==> src/rtl/fifo_push_arbiter_pkg.sv <==
// Shared types and width helpers for the FIFO push-side arbiter.
package fifo_arb_pkg;

  typedef enum logic {
    ARB_IDLE,
    ARB_OWN
  } arb_state_e;

  // Width of a requester index; a single-bit index is kept even for degenerate counts.
  function automatic int idx_width(input int n);
    return (n > 1) ? $clog2(n) : 1;
  endfunction

  // Width of a beat counter able to hold 0..b.
  function automatic int cnt_width(input int b);
    return $clog2(b + 1);
  endfunction

  localparam int NUM_REQ_DEF   = 4;
  localparam int MAX_BURST_DEF = 4;
  localparam int IDX_W         = idx_width(NUM_REQ_DEF);
  localparam int CNT_W         = cnt_width(MAX_BURST_DEF);

endpackage

==> src/rtl/fifo_push_arbiter_if.sv <==
// Requester and FIFO push-side signals of the arbiter, grouped as one bundle.
interface fifo_push_arbiter_if #(
  parameter int NUM_REQ    = 4,
  parameter int DATA_WIDTH = 32
);
  import fifo_arb_pkg::*;

  localparam int IW = idx_width(NUM_REQ);

  logic [NUM_REQ-1:0]               req_valid_i;
  logic [NUM_REQ-1:0][DATA_WIDTH:0] req_data_i;
  logic [NUM_REQ-1:0]               req_grant_o;
  logic                             fifo_push_valid_o;
  logic [DATA_WIDTH:0]              fifo_push_data_o;
  logic                             fifo_push_grant_i;
  logic [IW-1:0]                    owner_o;
  logic                             busy_o;

  // Arbiter side.
  modport master (
    input  req_valid_i, req_data_i, fifo_push_grant_i,
    output req_grant_o, fifo_push_valid_o, fifo_push_data_o, owner_o, busy_o
  );

  // Requesters / FIFO side.
  modport slave (
    output req_valid_i, req_data_i, fifo_push_grant_i,
    input  req_grant_o, fifo_push_valid_o, fifo_push_data_o, owner_o, busy_o
  );

endinterface

==> src/rtl/fifo_push_arbiter_rr_picker.sv <==
// Combinational round-robin search: first set request at or after start_i, wrapping.
module rr_picker
  import fifo_arb_pkg::*;
#(
  parameter int NUM_REQ = 4
) (
  input  logic [NUM_REQ-1:0]              req_i,
  input  logic [idx_width(NUM_REQ)-1:0]   start_i,
  output logic                            found_o,
  output logic [idx_width(NUM_REQ)-1:0]   idx_o
);

  localparam int IW = idx_width(NUM_REQ);

  // Walk NUM_REQ positions from the start pointer, keeping the first hit.
  always_comb begin
    int unsigned cand;
    logic        hit;
    hit     = 1'b0;
    idx_o   = '0;
    cand    = 0;
    for (int unsigned k = 0; k < unsigned'(NUM_REQ); k++) begin
      cand = int'(start_i) + k;
      if (cand >= unsigned'(NUM_REQ)) begin
        cand = cand - unsigned'(NUM_REQ);
      end
      if (!hit && req_i[IW'(cand)]) begin
        hit   = 1'b1;
        idx_o = IW'(cand);
      end
    end
    found_o = hit;
  end

endmodule

==> src/rtl/fifo_push_arbiter.sv <==
// Round-robin arbiter sharing one FIFO push port; an owner is locked for up to
// MAX_BURST beats, and every burst is followed by a single IDLE cycle.
module fifo_push_arbiter
  import fifo_arb_pkg::*;
#(
  parameter int NUM_REQ    = 4,
  parameter int DATA_WIDTH = 32,
  parameter int MAX_BURST  = 4
) (
  input logic                 clk,
  input logic                 rst,
  fifo_push_arbiter_if.master bus
);

  localparam int              IW        = idx_width(NUM_REQ);
  localparam int              CW        = cnt_width(MAX_BURST);
  localparam logic [IW-1:0]   LAST_IDX  = IW'(NUM_REQ - 1);
  localparam logic [CW-1:0]   LAST_BEAT = CW'(MAX_BURST - 1);

  arb_state_e          state_q, state_d;
  logic [IW-1:0]       owner_q, owner_d;
  logic [IW-1:0]       rr_ptr_q, rr_ptr_d;
  logic [CW-1:0]       beat_cnt_q, beat_cnt_d;

  logic                pick_found;
  logic [IW-1:0]       pick_idx;
  logic                owner_valid;
  logic [NUM_REQ-1:0]  grant;
  logic                push_valid;
  logic [DATA_WIDTH:0] push_data;

  rr_picker #(
    .NUM_REQ (NUM_REQ)
  ) u_picker (
    .req_i   (bus.req_valid_i),
    .start_i (rr_ptr_q),
    .found_o (pick_found),
    .idx_o   (pick_idx)
  );

  // Next-state, burst accounting and push-port muxing.
  always_comb begin
    state_d     = state_q;
    owner_d     = owner_q;
    rr_ptr_d    = rr_ptr_q;
    beat_cnt_d  = beat_cnt_q;
    grant       = '0;
    push_valid  = 1'b0;
    push_data   = '0;
    owner_valid = bus.req_valid_i[owner_q];
    case (state_q)
      ARB_IDLE: begin
        if (pick_found) begin
          owner_d    = pick_idx;
          beat_cnt_d = '0;
          state_d    = ARB_OWN;
        end
      end
      ARB_OWN: begin
        push_valid     = owner_valid;
        push_data      = bus.req_data_i[owner_q];
        grant[owner_q] = bus.fifo_push_grant_i;
        // A dropped valid and the final beat both end the burst the same way.
        if (!owner_valid || (bus.fifo_push_grant_i && (beat_cnt_q == LAST_BEAT))) begin
          state_d  = ARB_IDLE;
          rr_ptr_d = (owner_q == LAST_IDX) ? '0 : owner_q + 1'b1;
        end else if (bus.fifo_push_grant_i) begin
          beat_cnt_d = beat_cnt_q + 1'b1;
        end
      end
      default: state_d = ARB_IDLE;
    endcase
  end

  // State registers with asynchronous reset.
  always_ff @(posedge clk or posedge rst) begin
    if (rst) begin
      state_q    <= ARB_IDLE;
      owner_q    <= '0;
      rr_ptr_q   <= '0;
      beat_cnt_q <= '0;
    end else begin
      state_q    <= state_d;
      owner_q    <= owner_d;
      rr_ptr_q   <= rr_ptr_d;
      beat_cnt_q <= beat_cnt_d;
    end
  end

  assign bus.req_grant_o       = grant;
  assign bus.fifo_push_valid_o = push_valid;
  assign bus.fifo_push_data_o  = push_data;
  assign bus.owner_o           = owner_q;
  assign bus.busy_o            = (state_q == ARB_OWN);

endmodule
==> src/flat_wrapper.sv <==
// flat-port wrapper written by rule: the top's interface ports become plain ports
module fifo_push_arbiter_flat import fifo_arb_pkg::*;
#(
  parameter int NUM_REQ    = 4,
  parameter int DATA_WIDTH = 32,
  parameter int MAX_BURST  = 4
)
  (clk, rst, bus_req_valid_i, bus_req_data_i, bus_fifo_push_grant_i, bus_req_grant_o, bus_fifo_push_valid_o, bus_fifo_push_data_o, bus_owner_o, bus_busy_o);
  fifo_push_arbiter_if #(.NUM_REQ(NUM_REQ), .DATA_WIDTH(DATA_WIDTH)) bus_i ();
  input logic clk;
  input logic rst;
  input wire logic [$bits(bus_i.req_valid_i)-1:0] bus_req_valid_i;
  input wire logic [$bits(bus_i.req_data_i)-1:0] bus_req_data_i;
  input wire logic [$bits(bus_i.fifo_push_grant_i)-1:0] bus_fifo_push_grant_i;
  output wire logic [$bits(bus_i.req_grant_o)-1:0] bus_req_grant_o;
  output wire logic [$bits(bus_i.fifo_push_valid_o)-1:0] bus_fifo_push_valid_o;
  output wire logic [$bits(bus_i.fifo_push_data_o)-1:0] bus_fifo_push_data_o;
  output wire logic [$bits(bus_i.owner_o)-1:0] bus_owner_o;
  output wire logic [$bits(bus_i.busy_o)-1:0] bus_busy_o;
  assign bus_i.req_valid_i = bus_req_valid_i;
  assign bus_i.req_data_i = bus_req_data_i;
  assign bus_i.fifo_push_grant_i = bus_fifo_push_grant_i;
  assign bus_req_grant_o = bus_i.req_grant_o;
  assign bus_fifo_push_valid_o = bus_i.fifo_push_valid_o;
  assign bus_fifo_push_data_o = bus_i.fifo_push_data_o;
  assign bus_owner_o = bus_i.owner_o;
  assign bus_busy_o = bus_i.busy_o;
  fifo_push_arbiter #(.NUM_REQ(NUM_REQ), .DATA_WIDTH(DATA_WIDTH), .MAX_BURST(MAX_BURST)) u_core (.clk(clk), .rst(rst), .bus(bus_i));
endmodule
==> config.mk <==
export PLATFORM = sky130hd
export DESIGN_NAME = fifo_push_arbiter_flat
export DESIGN_NICKNAME = d
export VERILOG_FILES = /design/src/rtl/fifo_push_arbiter_pkg.sv /design/src/rtl/fifo_push_arbiter_if.sv /design/src/rtl/fifo_push_arbiter_rr_picker.sv /design/src/rtl/fifo_push_arbiter.sv /design/src/flat_wrapper.sv
export SDC_FILE = /design/constraint.sdc
export NUM_CORES = 1
export LEC_CHECK = 0
export ABC_AREA = 1
export CAP_MARGIN = 30
export CORE_MARGIN = 1
export CORE_UTILIZATION = 28
export CTS_BUF_LIST = sky130_fd_sc_hd__clkbuf_16
export CTS_CLUSTER_SIZE = 8
export DETAILED_ROUTE_END_ITERATION = 7
export HOLD_SLACK_MARGIN = 0.03
export PLACE_DENSITY_LB_ADDON = 0.1
export RECOVER_POWER = 100
export SETUP_SLACK_MARGIN = 0.15
export SLEW_MARGIN = 20
export SYNTH_ARGS = -nofsm -noshare
export SYNTH_HDL_FRONTEND = slang
export SYNTH_SLANG_ARGS = --single-unit
==> constraint.sdc <==
create_clock -name clk -period 1.5 [get_ports clk]
set_clock_uncertainty 0.05 [all_clocks]
set_input_delay 0.15 -clock clk [delete_from_list [all_inputs] [get_ports clk]]
set_output_delay 0.15 -clock clk [all_outputs]
set_load 0.01 [all_outputs]
==> results.json, run 1 <==
{
  "synth_compound_area_share_pct": 28.91,
  "clock_latency_ns": 0.24,
  "muxShareOfSynthArea_pct": 0,
  "areaGrowthSynthToFinish_pct": 157.0,
  "slew_headroom_pct": 76.49,
  "start_util_pct": 29.48,
  "die_x_um": 84.47,
  "hpwl_mm": 6.970,
  "crit_chain": "buf_6 -> buf_6 -> buf_16 -> nor2_4 -> nor2_2 -> o21ai_2 -> a21oi_2 -> buf_2",
  "synthSimpleGateAreaFrac_pct": 45.47,
  "synthAdderAreaFrac_pct": 3.942,
  "seq_area_frac_synth_pct": 10.51,
  "post-route-util_pct": 75.77,
  "ys_types": 27,
  "cts_made_buffers": 3,
  "ioPinCount": 180,
  "cts_sinks": 8,
  "dp.cells": 634,
  "post-route-drc-count": 4,
  "rsz0062_at_grt": "yes",
  "crit_required_ns": 1.30,
  "synth_seq_cells": 8,
  "clkTransAtPathRegs_ns": 0.04,
  "ys_top_cells_by_area": "nor2_1 28%, o21ai_0 18%, dfrtp_1 11%",
  "die_height_um": 84.47,
  "initialDrtViolationCount": 143,
  "violations": "design-rule violations, negative setup slack",
  "synth_area_um2": 1904,
  "drt-total-wl_mm": 11.01,
  "hp-class": "in2async",
  "gp_congestion": 0.7994,
  "ir_worst_vdd_v": 0.0009527,
  "p_leak_nw": 2.125,
  "async_flop_share_pct": 100.0,
  "row_count": 29,
  "path_common_cell": "buf_6",
  "tightest_slew_ns": 0.3523,
  "cts_buffer_depth": 2,
  "n_fill_cell": 513,
  "p_total_mw": 9.655,
  "synth-xor-area-share_pct": 0,
  "whs_ns": 0.2763,
  "arrival_ns": 1.61,
  "wl_per_cell_um": 16.31,
  "drt-vias-per-instance": 5.089,
  "core-area_um2": 6459,
  "drtPass1Iterations": 6,
  "cpMaxStageDelayCell": "dfrtp_2",
  "synth_fp_nets": 520,
  "final_cells": 675,
  "status": "complete, but fails checks",
  "die_area_um2": 7135,
  "report.final.hold_viol_count": 0,
  "drive_above_1_share_pct": 37.29,
  "worstSetupStartpointType": "register",
  "synth_cells": 375,
  "setup_viol": 45,
  "ant_nets": 0,
  "slew_violations": 0,
  "synth.top_cell.area_share_pct": 27.60,
  "period_minus_slack_ns": 1.813,
  "cts_tree": "built",
  "portBuffers": 179,
  "synth_top_cell_by_area": "nor2_1",
  "yosys_warnings": 0,
  "period_share_pct": 120.9,
  "max_stage_delay_ns": 0.49,
  "diodes": 0,
  "h-tree-depth": 1,
  "grt_util_all_layers_pct": 26.92,
  "synth_edf_count": 0,
  "crit_type": "reg2out",
  "grt_max_degree": 35,
  "layout_setup_ws_ns": -0.3133,
  "p_per_area_nw_per_um2": 1973,
  "vias": 3435,
  "grt_pass1_wl_mm": 15.51,
  "max_cap_violations": 0,
  "synth.most_common_cell": "nor2_1",
  "place_ws_ns": -0.3689,
  "fmax_mhz": 551.5,
  "postSynthAreaPerCell_um2": 5.078,
  "cts_hold_buf": 0,
  "synth-main-ff-cell": "dfrtp_1",
  "antenna_found_initial": 0,
  "crit_path_max_fanout": 7,
  "critPathTopFamily": "buffers and inverters",
  "grt_pass1_vias": 3266,
  "synth_top_family_by_area": "simple AND/OR/NAND/NOR gates",
  "grt-ovfl-total": 0,
  "nets": 744,
  "synth_commonest_cells": "140 x nor2_1, 67 x o21ai_0, 42 x nand2_1",
  "clockRootBuffer": "clkbuf_16",
  "cp-end-kind": "output pin",
  "crit_buf_inv": 4
}
## sequential cells by signal (all words and copies together) (netlist names)
name,cells
u_core.beat_cnt_q,3
u_core.bus.busy_o,1
u_core.bus.owner_o,2
u_core.rr_ptr_q,2
## worst paths after layout
| check | startpoint | end | slack [ns] | depth (start not counted) |
|---|---|---|---|---|
| min | rst | u_core.beat_cnt_q[0] | 0.28 | 2 |
| min in group clk | bus_req_valid_i[2] | u_core.bus.busy_o | 0.45 | 6 |
| max reg2reg | u_core.bus.owner_o[0] | u_core.beat_cnt_q[2] | -0.31 | 9 |
| min reg2reg | u_core.beat_cnt_q[2] | u_core.beat_cnt_q[2] | 0.49 | 2 |
| max in group asynchronous | rst | u_core.rr_ptr_q[1] | 0.84 | 2 |
| max | u_core.bus.owner_o[0] | bus_fifo_push_data_o[31] | -0.31 | 8 |
## kinds of logic (layout without fill, tap and decap cells)
logic type / Yosys count / in the layout
and+or+nand+nor: 209 / 209
AOI/OAI and AO/OA: 107 / 107
buffers and inverters: 45 / 268
DFF: 8 / 8
adders and majority gates: 6 / 6
## timing repair
item / CTS / global route
pin swaps: 23 / 62
setup endpoints to repair: 49 / 48
setup buffers: 19 / 9
gates cloned: 5 / 4
gates resized for setup: 262 / 80
## through the flow
stage	instance area [um2]	TNS, ns
detailed placement	4100	-13.65
global route	4893	-12.96
global placement	4100	-12.53
floorplan	2042	0
finish	4893	-9.597
CTS	4492	-8.093
## routing by layer
metal	global-route usage (%)	wire [um]	up-vias	part of all wire, %
met2	49.85	5897	147	54
met5	0	0	-	0
li1	-	-	1675	-
met1	31.20	4169	1587	38
met4	7.088	214	0	1.9
met3	5.998	728	26	6.6
## report_power, final
part           switching [mW]  leakage (nW)  internal (mW)
sequential              0.189        0.0952          0.326
combinational            4.34          1.99           4.34
clock                   0.117        0.0423          0.348
## cell type report
type	count	area, um2	area share [%]
repair buffers	245	2512	51.34
multi-input cells	322	1919	39.22
flip-flops and latches	8	205.2	4.193
well taps	77	96.34	1.969
inverters	19	81.33	1.662
clock buffers	3	75.07	1.534
clock inverters	1	3.754	0.07671
## layout by cell type (no fill, tap or decap), drive strengths merged
master,count
nor2,142
clkdlybuf4s50,134
buf,99
o21ai,69
nand2,48
a21oi,36
inv,20
nand3,13
clkbuf,8
dfrtp,8
ha,6
nand4,3
dlygate4sd2,3
bufbuf,2
or2,2
o31ai,1
a31oi,1
and2,1
dlymetal6s2s,1
dlygate4sd3,1
Power figures use the tool's default switching activity.
==> run 2: changes to the inputs <==
CORE_UTILIZATION = 32   (was 28)
SYNTH_HIERARCHICAL = 1   (was unset)
clock period = 1.7 ns   (was 1.5 ns; I/O delays follow)
==> results.json, run 2 <==
{
  "crit_required_ns": 1.48,
  "ir_worst_vdd_v": 0.001190,
  "yosys_warnings": 6,
  "rsz0062_at_grt": "yes",
  "areaGrowthSynthToFinish_pct": 122.5,
  "reg2reg_to": "u_core/bus.owner_o[1]",
  "seq_area_um2": 205.2,
  "p_total_mw": 7.210,
  "synth_cells": 380,
  "cts_tree": "built",
  "fmax_mhz": 557.2,
  "grt_pass1_vias": 2784,
  "slew_headroom_pct": 77.27,
  "portBuffers": 179,
  "row_count": 28,
  "synth_top_family_by_area": "simple AND/OR/NAND/NOR gates",
  "diodes": 0,
  "clock_latency_ns": 0.24,
  "synth_edf_count": 0,
  "crit_start": "u_core/bus.owner_o[0]",
  "period_minus_slack_ns": 1.795,
  "postSynthAreaPerCell_um2": 5.163,
  "n_fill_cell": 478,
  "reg2reg_slack_ns": 0.09,
  "die_x_um": 80.30,
  "async_flop_share_pct": 100.0,
  "ys_top_cells_by_area": "nor2_1 27%, o21ai_0 11%, dfrtp_1 10%",
  "initialDrtViolationCount": 189,
  "synth_top_cell_by_area": "nor2_1",
  "synthAdderAreaFrac_pct": 3.827,
  "multi_input_area_um2": 1760,
  "synthSimpleGateAreaFrac_pct": 46.56,
  "die_area_um2": 6448,
  "h-tree-depth": 1,
  "max_cap_violations": 0,
  "synth_area_um2": 1962,
  "hpwl_mm": 7.045,
  "arrival_ns": 1.57,
  "hp-class": "in2async",
  "slew_violations": 0,
  "synth.top_cell.area_share_pct": 26.79,
  "drt-vias-per-instance": 4.945,
  "ioPinCount": 180,
  "post-route-drc-count": 0,
  "violations": "negative setup slack",
  "p_per_area_nw_per_um2": 1652,
  "final_common_cell": "clkdlybuf4s50_1",
  "synth_compound_area_share_pct": 26.79,
  "tightest_slew_ns": 0.3406,
  "grt_util_all_layers_pct": 27.22,
  "muxShareOfSynthArea_pct": 0,
  "synth-xor-area-share_pct": 0,
  "r2r-start": "u_core/rr_ptr_q[0]",
  "gp_congestion": 0.9052,
  "antenna_found_initial": 0,
  "seq_area_frac_synth_pct": 10.20,
  "clkTransAtPathRegs_ns": 0.04,
  "ant_nets": 0,
  "synth_commonest_cells": "140 x nor2_1, 45 x o21ai_0, 42 x nand2_1",
  "synth_seq_cells": 8,
  "dp.cells": 631,
  "top_register": "u_core/beat_cnt_q",
  "drive_above_1_share_pct": 27.43,
  "vias": 3219,
  "die_height_um": 80.30,
  "worstSetupStartpointType": "register",
  "worstSetupEndpoint": "bus_fifo_push_data_o[19]",
  "clockRootBuffer": "clkbuf_16",
  "crit_path_max_fanout": 7,
  "setup_viol": 34,
  "start_util_pct": 33.14,
  "cts_made_buffers": 3,
  "final_cell_mix": "137 x clkdlybuf4s50_1, 105 x nor2_1, 49 x o21ai_1",
  "synth.most_common_cell": "nor2_1",
  "drt-total-wl_mm": 10.11,
  "layout_setup_ws_ns": -0.09476,
  "wl_per_cell_um": 15.53,
  "period_share_pct": 105.6,
  "cts_sinks": 8,
  "report.final.hold_viol_count": 0,
  "cp-end-kind": "output pin",
  "grt-ovfl-total": 0,
  "drtPass1Iterations": 4,
  "nets": 722,
  "status": "complete, but fails checks",
  "cts_buffer_depth": 2,
  "final_cells": 651,
  "synth_fp_nets": 525,
  "core-area_um2": 5921,
  "largest_register_ffs": 3,
  "grt_max_degree": 41,
  "synth-main-ff-cell": "dfrtp_1",
  "ff2ff_path_depth": 11,
  "ys_types": 23,
  "crit_type": "reg2out",
  "p_leak_nw": 1.905,
  "grt_pass1_wl_mm": 13.74
}
[run 2: how the worst min path moves through the flow]
| stage | end | from | slack (ns) | depth (start not counted) |
|---|---|---|---|---|
| after floorplan | u_core/beat_cnt_q[0] | rst | -0.06 | 1 |
| after global placement | u_core/beat_cnt_q[0] | rst | 0.39 | 2 |
| after detailed placement | u_core/beat_cnt_q[1] | rst | 0.40 | 2 |
| after CTS | u_core/rr_ptr_q[0] | rst | 0.15 | 2 |
| after global routing | u_core/rr_ptr_q[1] | rst | 0.34 | 2 |
| final | u_core/rr_ptr_q[0] | rst | 0.28 | 2 |
[run 2: layout make-up]
class                           instances  share of cell area [%]
Clock buffer                            3                   1.720
Clock inverter                          1                 0.08598
Inverter                               20                   2.006
Multi-Input combinational cell        326                   40.33
Sequential cell                         8                   4.700
Tap cell                               75                   2.150
Timing Repair Buffer                  218                   49.01
[run 2: critical path, cell delays in order (launching register included)]
cell,delay (ns)
dfrtp_2,0.44
buf_6,0.14
buf_12,0.13
buf_16,0.14
nor2_2,0.10
nor2_1,0.05
o21ai_1,0.10
a21oi_1,0.08
buf_2,0.14
[run 2: per-layer routing]
| metal | part of all wire [%] | up-vias | GRT usage (%) | wire (um) |
|---|---|---|---|---|
| met3 | 8.2 | 20 | 6.591 | 832 |
| met4 | 2.3 | 0 | 7.321 | 230 |
| met1 | 39 | 1454 | 31.15 | 3950 |
| met2 | 50 | 118 | 49.83 | 5096 |
| li1 | - | 1627 | - | - |
| met5 | 0 | - | 0 | 0 |
[run 2: power breakdown]
group / leakage (nW) / switching [mW] / internal, mW
clock network: 0.0423 / 0.103 / 0.307
logic: 1.77 / 3.41 / 3.01
registers: 0.0957 / 0.100 / 0.281
total: 1.91 / 3.62 / 3.59
[run 2: logic make-up (layout without fill, tap and decap cells)]
family | after synthesis | in the layout
adder cells (fa/ha/maj) | 6 | 6
flip-flops | 8 | 8
AO/OA/AOI/OAI | 105 | 105
buffers and inverters | 46 | 242
AND/OR/NAND/NOR | 215 | 215
[run 2: timing repair]
item / in CTS / in global routing
pin swaps: 17 / 43
endpoints found under the setup margin: 46 / 46
setup buffers: 9 / 2
gates cloned: 2 / 3
hold buffers: 0 / 0
gates resized for setup: 197 / 76
[run 2: per-stage QoR]
stage	utilization [%]	worst slack (ns)	instance area, um2	hold slack (ns)	setup TNS, ns
2_1_floorplan	-	0.2051	1962	-0.06434	0
3_3_place_gp	66.57	-0.1275	3941	0.3924	-3.174
3_5_place_dp	66.57	-0.1369	3941	0.4001	-3.696
4_1_cts	69.25	-0.05957	4100	0.1504	-1.253
5_1_grt	73.73	-0.1530	4365	0.3368	-4.402
6_report	73.73	-0.09476	4365	0.2800	-1.928
==> run 3: changes to the inputs <==
CORE_AREA = 2 2 70 72   (was unset)
CORE_MARGIN = unset   (was 1)
CORE_UTILIZATION = unset   (was 32)
DIE_AREA = 0 0 72 74   (was unset)
DONT_BUFFER_PORTS = 1   (was unset)
HOLD_SLACK_MARGIN = unset   (was 0.03)
==> results.json, run 3 (synthesized netlist as in run 2, its figures left out) <==
{
  "place_ws_ns": 0.04307,
  "rsz0062_at_grt": "yes",
  "die_x_um": 72,
  "largest_register_ffs": 3,
  "top_register": "u_core/beat_cnt_q",
  "status": "finished clean",
  "nets": 543,
  "max_cap_violations": 0,
  "max_stage_delay_ns": 0.40,
  "cts_made_buffers": 3,
  "clockRootBuffer": "clkbuf_16",
  "p_leak_nw": 1.228,
  "die_height_um": 74,
  "row_count": 25,
  "core-area_um2": 4598,
  "ant_nets": 0,
  "antenna_found_initial": 0,
  "portBuffers": 0,
  "final_cells": 451,
  "ioPinCount": 180,
  "period_minus_slack_ns": 1.693,
  "p_per_area_nw_per_um2": 2303,
  "arrival_ns": 1.47,
  "drt-total-wl_mm": 8.427,
  "crit_type": "reg2out",
  "drt-vias-per-instance": 5.953,
  "areaGrowthSynthToFinish_pct": 55.48,
  "crit_required_ns": 1.48,
  "die_area_um2": 5328,
  "crit_path_max_fanout": 7,
  "post-route-drc-count": 0,
  "grt_util_all_layers_pct": 24.37,
  "initialDrtViolationCount": 133,
  "vias": 2685,
  "gp_congestion": 0.8500,
  "slew_headroom_pct": 76.08,
  "setup_viol": 0,
  "drive_above_1_share_pct": 42.57,
  "tightest_slew_ns": 0.3584,
  "layout_setup_ws_ns": 0.007438,
  "drtPass1Iterations": 5,
  "cp-end-kind": "output pin",
  "finalSetupTns_ns": 0,
  "cts_tree": "built",
  "clock_latency_ns": 0.24,
  "start_util_pct": 42.67,
  "fmax_mhz": 590.8,
  "crit_chain": "buf_6 -> clkinv_8 -> buf_12 -> clkbuf_16 -> o21ai_1 -> a21oi_2",
  "dp.cells": 420,
  "clkTransAtPathRegs_ns": 0.04,
  "grt_max_degree": 38,
  "final_common_cell": "nor2_1",
  "cpMaxStageDelayCell": "dfrtp_2",
  "report.final.hold_viol_count": 0,
  "n_fill_cell": 393,
  "wl_per_cell_um": 18.69,
  "cts_sinks": 8,
  "grt_pass1_wl_mm": 10.55,
  "hp-class": "in2reg",
  "worstSetupStartpointType": "register",
  "final_cell_mix": "108 x nor2_1, 36 x nand2_1, 31 x o21ai_1",
  "ir_worst_vdd_v": 0.001135,
  "slew_violations": 0,
  "period_share_pct": 99.56,
  "diodes": 0,
  "grt-ovfl-total": 0,
  "h-tree-depth": 1,
  "hpwl_mm": 4.927,
  "grt_pass1_vias": 2262,
  "cts_buffer_depth": 2
}
-- run 3: cell types whose count changed in the layout (fill, tap and decap cells not counted), sizes merged --
cell,change
clkdlybuf4s50,-137
clkbuf,+2
buf,-41
dlygate4sd3,-1
inv,-1
dlygate4sd2,-2
bufbuf,-1
clkinv,+2
-- run 3: critical path, delay by kind of cell (launching register included) --
kind,cells,cell delay [ns]
DFF,1,0.40
buffers and inverters,4,0.52
AOI/OAI and AO/OA,2,0.31
-- run 3: report_power, final --
group	internal, mW	total, mW	switching [mW]	leakage (nW)
combinational	2.57	6.20	3.63	1.09
sequential	0.280	0.412	0.132	0.0957
clock	0.308	0.412	0.105	0.0423
-- run 3: final timing paths --
check,from,endpoint,slack [ns],depth (start not counted)
worst max-delay path,u_core/bus.owner_o[0],bus_fifo_push_data_o[7],0.007,6
worst min-delay path,bus_fifo_push_grant_i,u_core/bus.busy_o,0.25,3
worst max register to register,u_core/rr_ptr_q[1],u_core/bus.owner_o[1],0.14,9
worst min register to register,u_core/beat_cnt_q[1],u_core/beat_cnt_q[1],0.46,2
max in group asynchronous,rst,u_core/bus.owner_o[1],1.01,2
min in group asynchronous,rst,u_core/bus.busy_o,0.29,2
-- run 3: cell type report --
type	count	area (um2)	share of cell area (%)
repair inverters	1	6.256	0.2051
well taps	54	67.56	2.215
clock buffers	3	75.07	2.461
inverters	20	100.1	3.281
multi-input cells	326	2036	66.73
repair buffers	38	556.8	18.25
clock inverters	1	3.754	0.1231
flip-flops and latches	8	205.2	6.727
-- run 3: per-layer routing --
| metal | track usage [%] | routed length, um | up-vias |
|---|---|---|---|
| met4 | 6.289 | 250 | 0 |
| li1 | - | - | 1266 |
| met5 | 0 | 0 | - |
| met1 | 28.94 | 3092 | 1239 |
| met2 | 45.47 | 4329 | 155 |
| met3 | 4.336 | 754 | 25 |
-- run 3: timing repair --
action / in CTS / in global routing
cloned: 3 / 7
setup buffers: 14 / 2
endpoints found under the setup margin: 44 / 46
hold endpoints to repair: 8 / 0
pin swaps: 39 / 58
hold buffers: 1 / 0
gates resized for setup: 89 / 121
-- run 3: metrics by stage --
step	hold WS (ns)	area, um2	power (mW)	utilization (%)
2_1_floorplan	-0.06434	1962	3.498	-
3_3_place_gp	-0.004670	1978	4.037	43.02
3_5_place_dp	-0.002142	1978	4.068	43.02
4_1_cts	0.1728	2502	5.674	54.42
5_1_grt	0.2868	3050	7.537	66.34
6_report	0.2472	3050	7.024	66.34
